--- config.mk ---
export PLATFORM = sky130hd
export DESIGN_NAME = mem_arbiter
export DESIGN_NICKNAME = d
export VERILOG_FILES = /design/src/rtl/mem_arb_pkg.sv /design/src/rtl/arb_rr_select.sv /design/src/rtl/mem_arbiter.sv
export SDC_FILE = /design/constraint.sdc
export NUM_CORES = 1
export LEC_CHECK = 0
export CORE_AREA = 10 10 282 284
export DETAILED_ROUTE_END_ITERATION = 7
export DIE_AREA = 0 0 292 294
export SYNTH_ARGS = -nofsm -noshare
export SYNTH_HDL_FRONTEND = slang
export SYNTH_HIERARCHICAL = 1
export SYNTH_SLANG_ARGS = --single-unit
--- constraint.sdc ---
create_clock -name clk -period 6.4 [get_ports clk]
set_input_delay 1.92 -clock clk [delete_from_list [all_inputs] [get_ports clk]]
set_output_delay 1.92 -clock clk [all_outputs]
set_load 0.1 [all_outputs]
--- src/rtl/mem_arb_pkg.sv ---
// rtl/mem_arb_pkg.sv - shared types and helpers for the two-port memory arbiter
package mem_arb_pkg;

    localparam int ADDR_W = 32;

    typedef enum logic [1:0] {
        IDLE,
        BUSY,
        RESP
    } arb_state_t;

    typedef enum logic {
        OP_RD,
        OP_WR
    } mem_op_t;

    function automatic int OFFSET_BITS(input int block_w);
        return $clog2(block_w / 8);
    endfunction

endpackage

--- src/rtl/arb_rr_select.sv ---
// rtl/arb_rr_select.sv - combinational two-way winner picker with round-robin tie break
module arb_rr_select #(
    parameter bit FIXED_PRIO = 1'b0
) (
    input  logic [1:0] active,
    input  logic       last_grant,
    output logic       win_valid,
    output logic       win_id
);

    always_comb begin
        win_valid = |active;
        win_id    = 1'b0;
        if (active == 2'b10) begin
            win_id = 1'b1;
        end else if (active == 2'b11) begin
            // On a tie the requester that did not win last time goes next.
            win_id = FIXED_PRIO ? 1'b0 : ~last_grant;
        end
    end

endmodule

--- src/rtl/mem_arbiter.sv ---
// rtl/mem_arbiter.sv - grants the shared main-memory block port to one of two cache controllers
module mem_arbiter #(
    parameter int BLOCK_W    = 128,
    parameter int ADDR_W     = mem_arb_pkg::ADDR_W,
    parameter bit FIXED_PRIO = 1'b0
) (
    input  logic                   clk,
    input  logic                   rst,
    input  logic [1:0]             req_rd,
    input  logic [1:0]             req_wr,
    input  logic [1:0][ADDR_W-1:0] req_addr,
    input  logic [1:0][BLOCK_W-1:0] req_wdata,
    output logic [1:0]             rsp_ready,
    output logic [BLOCK_W-1:0]     rsp_rdata,
    output logic                   mem_read_en,
    output logic                   mem_write_en,
    output logic [ADDR_W-1:0]      mem_addr,
    output logic [BLOCK_W-1:0]     mem_wdata,
    input  logic [BLOCK_W-1:0]     mem_rdata,
    input  logic                   mem_ready,
    output logic                   grant_id
);
    import mem_arb_pkg::*;

    localparam int OFF_W = OFFSET_BITS(BLOCK_W);
    localparam logic [ADDR_W-1:0] ALIGN_MASK = ~((ADDR_W'(1) << OFF_W) - ADDR_W'(1));

    arb_state_t         state, state_n;
    mem_op_t            op, op_n;
    logic               last_grant, last_grant_n;
    logic               grant_id_n;
    logic [ADDR_W-1:0]  addr_n;
    logic [BLOCK_W-1:0] wdata_n, rdata_n;
    logic               rd_en_n, wr_en_n;
    logic [1:0]         rsp_ready_n;
    logic               win_valid, win_id;

    arb_rr_select #(
        .FIXED_PRIO (FIXED_PRIO)
    ) u_select (
        .active     (req_rd | req_wr),
        .last_grant (last_grant),
        .win_valid  (win_valid),
        .win_id     (win_id)
    );

    always_comb begin
        state_n      = state;
        op_n         = op;
        last_grant_n = last_grant;
        grant_id_n   = grant_id;
        addr_n       = mem_addr;
        wdata_n      = mem_wdata;
        rdata_n      = rsp_rdata;
        rd_en_n      = 1'b0;
        wr_en_n      = 1'b0;
        rsp_ready_n  = 2'b00;
        case (state)
            IDLE: begin
                if (win_valid) begin
                    // A pending write-back goes before a refill from the same requester.
                    op_n       = req_wr[win_id] ? OP_WR : OP_RD;
                    grant_id_n = win_id;
                    addr_n     = req_addr[win_id] & ALIGN_MASK;
                    wdata_n    = req_wdata[win_id];
                    rd_en_n    = ~req_wr[win_id];
                    wr_en_n    = req_wr[win_id];
                    state_n    = BUSY;
                end
            end
            BUSY: begin
                if (mem_ready) begin
                    if (op == OP_RD) begin
                        rdata_n = mem_rdata;
                    end
                    last_grant_n          = grant_id;
                    rsp_ready_n[grant_id] = 1'b1;
                    state_n               = RESP;
                end else begin
                    rd_en_n = (op == OP_RD);
                    wr_en_n = (op == OP_WR);
                end
            end
            RESP: begin
                state_n = IDLE;
            end
            default: begin
                state_n = IDLE;
            end
        endcase
    end

    always_ff @(posedge clk) begin
        if (rst) begin
            state        <= IDLE;
            op           <= OP_RD;
            last_grant   <= 1'b1;
            grant_id     <= 1'b0;
            mem_addr     <= '0;
            mem_wdata    <= '0;
            rsp_rdata    <= '0;
            mem_read_en  <= 1'b0;
            mem_write_en <= 1'b0;
            rsp_ready    <= 2'b00;
        end else begin
            state        <= state_n;
            op           <= op_n;
            last_grant   <= last_grant_n;
            grant_id     <= grant_id_n;
            mem_addr     <= addr_n;
            mem_wdata    <= wdata_n;
            rsp_rdata    <= rdata_n;
            mem_read_en  <= rd_en_n;
            mem_write_en <= wr_en_n;
            rsp_ready    <= rsp_ready_n;
        end
    end

endmodule

==> results_dict.tcl, run 1 <==
set metrics [dict create \
    status "completed" \
    slowest_stage "nor2_4" \
    max_cap_viol_count 0 \
    grt-ovfl-total 0 \
    dp_slack_ns 1.60 \
    cp.arrival_ns 4.59 \
    cp.buffers_inverters 2 \
    powerDensity_mw_per_mm2 297 \
    worstHoldPathType "reg2reg" \
    worstSetupPathType "in2reg" \
    yosys.area_share.adder_pct 0 \
    clock_skew_ns 0.0116 \
    drt-pass1-iter-count 6 \
    drt-initial-drc-count 382 \
    synth_warnings 6 \
    crit_family "simple AND/OR/NAND/NOR gates" \
    cts_tree "built" \
    worst_pin_slew_ns 1.18 \
    postCtsSetupBuffers 0 \
    cts_resized 0 \
    routed_via_density 4.01 \
    setup_ws_ns 2.26 \
    num_rows 100 \
    cp-end-kind "register" \
    worst-path-max-fanout 75 \
    hold_depth 2 \
    core_mm2 0.0739 \
    multi_input_area_mm2 0.00478 \
    postCtsHoldBufs 0 \
    synthSimpleGateAreaFrac_pct 9.76 \
    ant_nets 0 \
    root_buffer "clkbuf_16" \
    vdd_drop_max_v 0.000182 \
    r2r_slack_ns 4.17 \
    initial_core_util_pct 15.0 \
    grt_usage_pct 12.8 \
    finalHoldViolations 0 \
    num-nets-final 2278 \
    vias 11400 \
    synth_compound_area_share_pct 18.4 \
    antenna_found_initial 22 \
    setup_viol 0 \
    ios 748 \
    synth_xor_area_share_pct 0 \
    max_stage_delay_ns 0.70 \
    mostFrequentLayoutCells "clkdlybuf4s50_1 (728), dfxtp_1 (293), nand2_1 (256), mux2i_1 (159), o2bb2ai_1 (156)" \
    h-tree-depth 2 \
    final_common_cell "clkdlybuf4s50_1" \
    fin_crit_ns 4.14 \
    fmaxAchievable_ghz 0.241 \
    syn2layout_area_growth_pct 86.1 \
    rr_worst_depth 4 \
    nFillCells 7728 \
    die_area_mm2 0.0858 \
    path_clk_slew_ns 0.05 \
    cts_sinks 293 \
    timing.final.crit_share_pct 64.7 \
    fp.dieH_um 294 \
    wl_mm 58.7 \
    gp_congestion 0.854 \
    holdWs_ns 0.451 \
    wire_per_inst_um 20.7 \
    die_x_um 292 \
    synth.area.mux_share_pct 14.3 \
    synth_cell_types 27 \
    p_leak_uw 0.00720 \
    clock_path_buffers 3 \
    cp-start-kind "input pin" \
    ff_latch_area_mm2 0.00587 \
    rsz0062_at_grt "no" \
    max-slew-margin-rel_pct 21.4 \
    grt_max_degree 113 \
    synth_area_mm2 0.0111 \
    cp.depth 7 \
    drv_slew 0 \
    drc 0 \
    grt_pass1_wl_mm 83.0 \
    portBuffers 735 \
    setup_tns_ns 0 \
    critPathRequiredTime_ns 6.85 \
    hpwl_mm 47.2 \
    synth_seq_area_share_pct 52.8 \
    synth_top_family_by_area "compound AO/OA/AOI/OAI gates" \
    grt_pass1_vias 12100 \
    cts_buffers 37 \
    synthCells 1119 \
    synth_area_per_cell_um2 9.94 \
    clock_latency_ns 0.54 \
    ys_seq_elements 293 \
    worstPathCellList "clkdlybuf4s50_1, or2_2, or2_1, nor3b_1, nor2_4, buf_12, o2bb2ai_1" \
    drive_gt1_share_pct 5.20 \
]
[per-layer routing]
layer | GRT usage [%] | share of wire, %
met1 | 13.5 | 38
met2 | 22.0 | 49
met3 | 5.60 | 10
met4 | 5.19 | 3.3
met5 | 0 | 0.058
[synth_stat cells, drive strengths merged]
master | count | area share [%]
and4bb | 1 | 0.11
nand3b | 1 | 0.068
dfxtp | 293 | 53
nand2 | 256 | 8.6
or4b | 1 | 0.090
nor3b | 1 | 0.068
buf | 55 | 3.2
nand2b | 2 | 0.11
mux2i | 159 | 14
clkbuf | 45 | 1.5
o2bb2ai | 156 | 12
and2 | 1 | 0.056
a21oi | 129 | 5.8
a21boi | 1 | 0.068
nor2 | 6 | 0.20
a31o | 1 | 0.079
conb | 1 | 0.034
or2 | 3 | 0.17
nor3 | 3 | 0.13
a211oi | 1 | 0.068
nand4bb | 1 | 0.10
o41ai | 1 | 0.079
inv | 1 | 0.034
[worst register-to-register path: stages, from the launching register on]
cell      delay, ns
dfxtp_1        0.50
and4bb_4       0.91
buf_12         0.40
nand2_1        0.18
a21oi_1        0.16
[state kept, by name, indices dropped and copies added (netlist names)]
register / flops
mem_wdata: 128
rsp_ready: 2
state: 2
rsp_rdata: 128
mem_read_en: 1
last_grant: 1
mem_write_en: 1
grant_id: 1
op: 1
mem_addr: 28
[cell type report]
type / count / share of cell area [%]
timing repair buffer: 762 / 36.7
clock inverter: 9 / 0.508
clock buffer: 54 / 5.28
sequential: 293 / 28.3
antenna: 14 / 0.169
tap: 969 / 5.86
inverter: 1 / 0.0181
multi-input combinational: 728 / 23.1
[final timing paths]
path                       from       endpoint
setup / recovery      req_wr[0]  mem_wdata[24]
hold / removal    rsp_rdata[81]  rsp_rdata[81]
setup reg to reg       state[0]  rsp_rdata[27]
hold reg to reg   rsp_rdata[81]  rsp_rdata[81]
[cells by family after synthesis]
logic type             after synthesis
AOI/OAI and AO/OA                  289
muxes                              159
other                                1
and+or+nand+nor                    276
DFF                                293
buffers and inverters              101
[stage by stage]
step | cells | util, % | instance area, um^2 | total power, uW
floorplan | 1122 | - | 11100 | 3420
global placement | 2753 | 26.3 | 19500 | 4110
detailed placement | 2753 | 26.3 | 19500 | 4130
CTS | 2816 | 27.9 | 20700 | 6260
global route | 2824 | 28.0 | 20700 | 6390
finish | 2830 | 28.0 | 20700 | 6150
[power breakdown]
group	total, uW	leakage [uW]	internal, uW	switching [uW]
Clock	2080	0.000587	1260	818
Sequential	2050	0.00240	1970	81.1
Combinational	2030	0.00421	620	1410
Power figures use the tool's default switching activity.
==> inputs of run 2 (changes only) <==
--- a/config.mk
+++ b/config.mk
@@ -5,9 +5,9 @@
 export SDC_FILE = /design/constraint.sdc
 export NUM_CORES = 1
 export LEC_CHECK = 0
-export CORE_AREA = 10 10 282 284
+export CORE_AREA = 10 10 285 287
 export DETAILED_ROUTE_END_ITERATION = 7
-export DIE_AREA = 0 0 292 294
+export DIE_AREA = 0 0 295 297
 export SYNTH_ARGS = -nofsm -noshare
 export SYNTH_HDL_FRONTEND = slang
 export SYNTH_HIERARCHICAL = 1
==> constraint.sdc (replaced) <==
create_clock -name clk -period 4.3 [get_ports clk]
set_input_delay 1.29 -clock clk [delete_from_list [all_inputs] [get_ports clk]]
set_output_delay 1.29 -clock clk [all_outputs]
set_load 0.1 [all_outputs]
==> results_dict.tcl, run 2 (synthesized netlist as in run 1, its figures left out) <==
set metrics [dict create \
    p_leak_uw 0.00732 \
    worst_pin_slew_ns 1.09 \
    crit_family "buffers and inverters" \
    worstPathCellList "clkdlybuf4s50_1" \
    num-nets-final 2291 \
    hpwl_mm 47.2 \
    grt_pass1_vias 11600 \
    worstHoldPathType "reg2reg" \
    drc 0 \
    cp-end-kind "primary output" \
    syn2layout_area_growth_pct 87.6 \
    clock_latency_ns 0.55 \
    mostFrequentLayoutCells "clkdlybuf4s50_1 (716), dfxtp_1 (293), nand2_1 (256), mux2i_1 (159), o2bb2ai_1 (156)" \
    vias 11000 \
    ant_nets 0 \
    postCtsHoldBufs 0 \
    post_dp_cell_area_mm2 0.0196 \
    drt-initial-drc-count 306 \
    max-slew-margin-rel_pct 27.3 \
    critPathRequiredTime_ns 3.01 \
    wl_mm 58.6 \
    die_area_mm2 0.0876 \
    die_x_um 295 \
    antenna_found_initial 20 \
    postCtsSetupBuffers 0 \
    grt-ovfl-total 0 \
    max_stage_delay_ns 1.22 \
    setup_tns_ns 0 \
    cts_resized 0 \
    ff_latch_area_mm2 0.00587 \
    grt_pass1_wl_mm 82.4 \
    cts_buffers 36 \
    cp.buffers_inverters 1 \
    slowest_stage "clkdlybuf4s50_1" \
    initial_core_util_pct 14.7 \
    multi_input_area_mm2 0.00478 \
    drt-pass1-iter-count 4 \
    powerDensity_mw_per_mm2 439 \
    top_regs "mem_wdata x128, rsp_rdata x128, mem_addr x28" \
    grt_max_degree 102 \
    setup_viol 0 \
    fp.dieH_um 297 \
    cts_sinks 293 \
    wire_per_inst_um 20.5 \
    cp.arrival_ns 2.16 \
    place_inst 2776 \
    vdd_drop_max_v 0.000258 \
    cp-start-kind "register" \
    core_mm2 0.0754 \
    fin_cells 2853 \
    worst-path-max-fanout 2 \
    gp_congestion 0.796 \
    root_buffer "clkbuf_16" \
    routed_via_density 3.87 \
    final_common_cell "clkdlybuf4s50_1" \
    drive_gt1_share_pct 6.66 \
    portBuffers 735 \
    h-tree-depth 2 \
    stdcell_area_mm2 0.0209 \
    status "completed" \
    nFillCells 8042 \
    max_cap_viol_count 0 \
    finalHoldViolations 0 \
    fmaxAchievable_ghz 0.290 \
    num_rows 101 \
    cts_tree "built" \
    fin_crit_ns 3.45 \
    worstSetupPathType "reg2out" \
    rsz0062_at_grt "no" \
    clock_path_buffers 3 \
    path_clk_slew_ns 0.06 \
    ios 748 \
    clock_skew_ns 0.0133 \
    drv_slew 0 \
    grt_usage_pct 12.6 \
    timing.final.crit_share_pct 80.2 \
]
-- run 2: cell types whose count changed in the layout (fill, tap and decap cells not counted), sizes merged --
cell | before | now
buf | 34 | 60
bufinv | 2 | 1
clkbuf | 54 | 57
clkdlybuf4s50 | 728 | 716
clkinv | 5 | 4
diode | 14 | 12
inv | 2 | 3
-- run 2: final timing paths --
check	start	endpoint	slack, ns	cells past startpoint
max	mem_wdata[95]	mem_wdata[95]	0.85	1
min	rsp_rdata[40]	rsp_rdata[40]	0.45	2
max reg2reg	state[0]	mem_addr[22]	2.44	3
min reg2reg	rsp_rdata[40]	rsp_rdata[40]	0.45	2
-- run 2: where the power goes --
part | internal, uW | leakage (uW) | switching, uW | total, uW
clock network | 1830 | 0.000585 | 1230 | 3060
logic | 944 | 0.00433 | 2100 | 3040
registers | 2930 | 0.00240 | 118 | 3050
total | 5710 | 0.00732 | 3440 | 9150
-- run 2: per-stage QoR --
| stage | total power, uW | hold slack (ns) | setup slack (ns) | utilization [%] |
|---|---|---|---|---|
| floorplan | 5090 | 0.472 | 1.43 | - |
| global placement | 6170 | 0.441 | 0.704 | 26.0 |
| detailed placement | 6170 | 0.445 | 0.693 | 26.0 |
| CTS | 9320 | 0.453 | 0.767 | 27.6 |
| global route | 9520 | 0.467 | 0.766 | 27.6 |
| finish | 9150 | 0.451 | 0.851 | 27.6 |
-- run 2: layout make-up --
type | count | share of cell area [%]
Antenna cell | 12 | 0.144
Clock buffer | 57 | 5.33
Clock inverter | 8 | 0.378
Inverter | 1 | 0.0180
Multi-Input combinational cell | 728 | 22.9
Sequential cell | 293 | 28.1
Tap cell | 978 | 5.87
Timing Repair Buffer | 776 | 37.2
-- run 2: routing by layer --
layer  vias to the layer above  global-route usage, %  share of wire, %
met5                         -                      0             0.053
met4                         4                   5.25               3.1
met3                        78                   5.52                11
met2                       498                   22.0                49
met1                      5069                   13.1                37
li1                       5385                      -                 -
-- run 2: worst min-delay path: cells and delay by family (launching register included) --
kind	cells	cell delay (ns)
flops	1	0.30
compound gates	1	0.05
simple gates	1	0.05
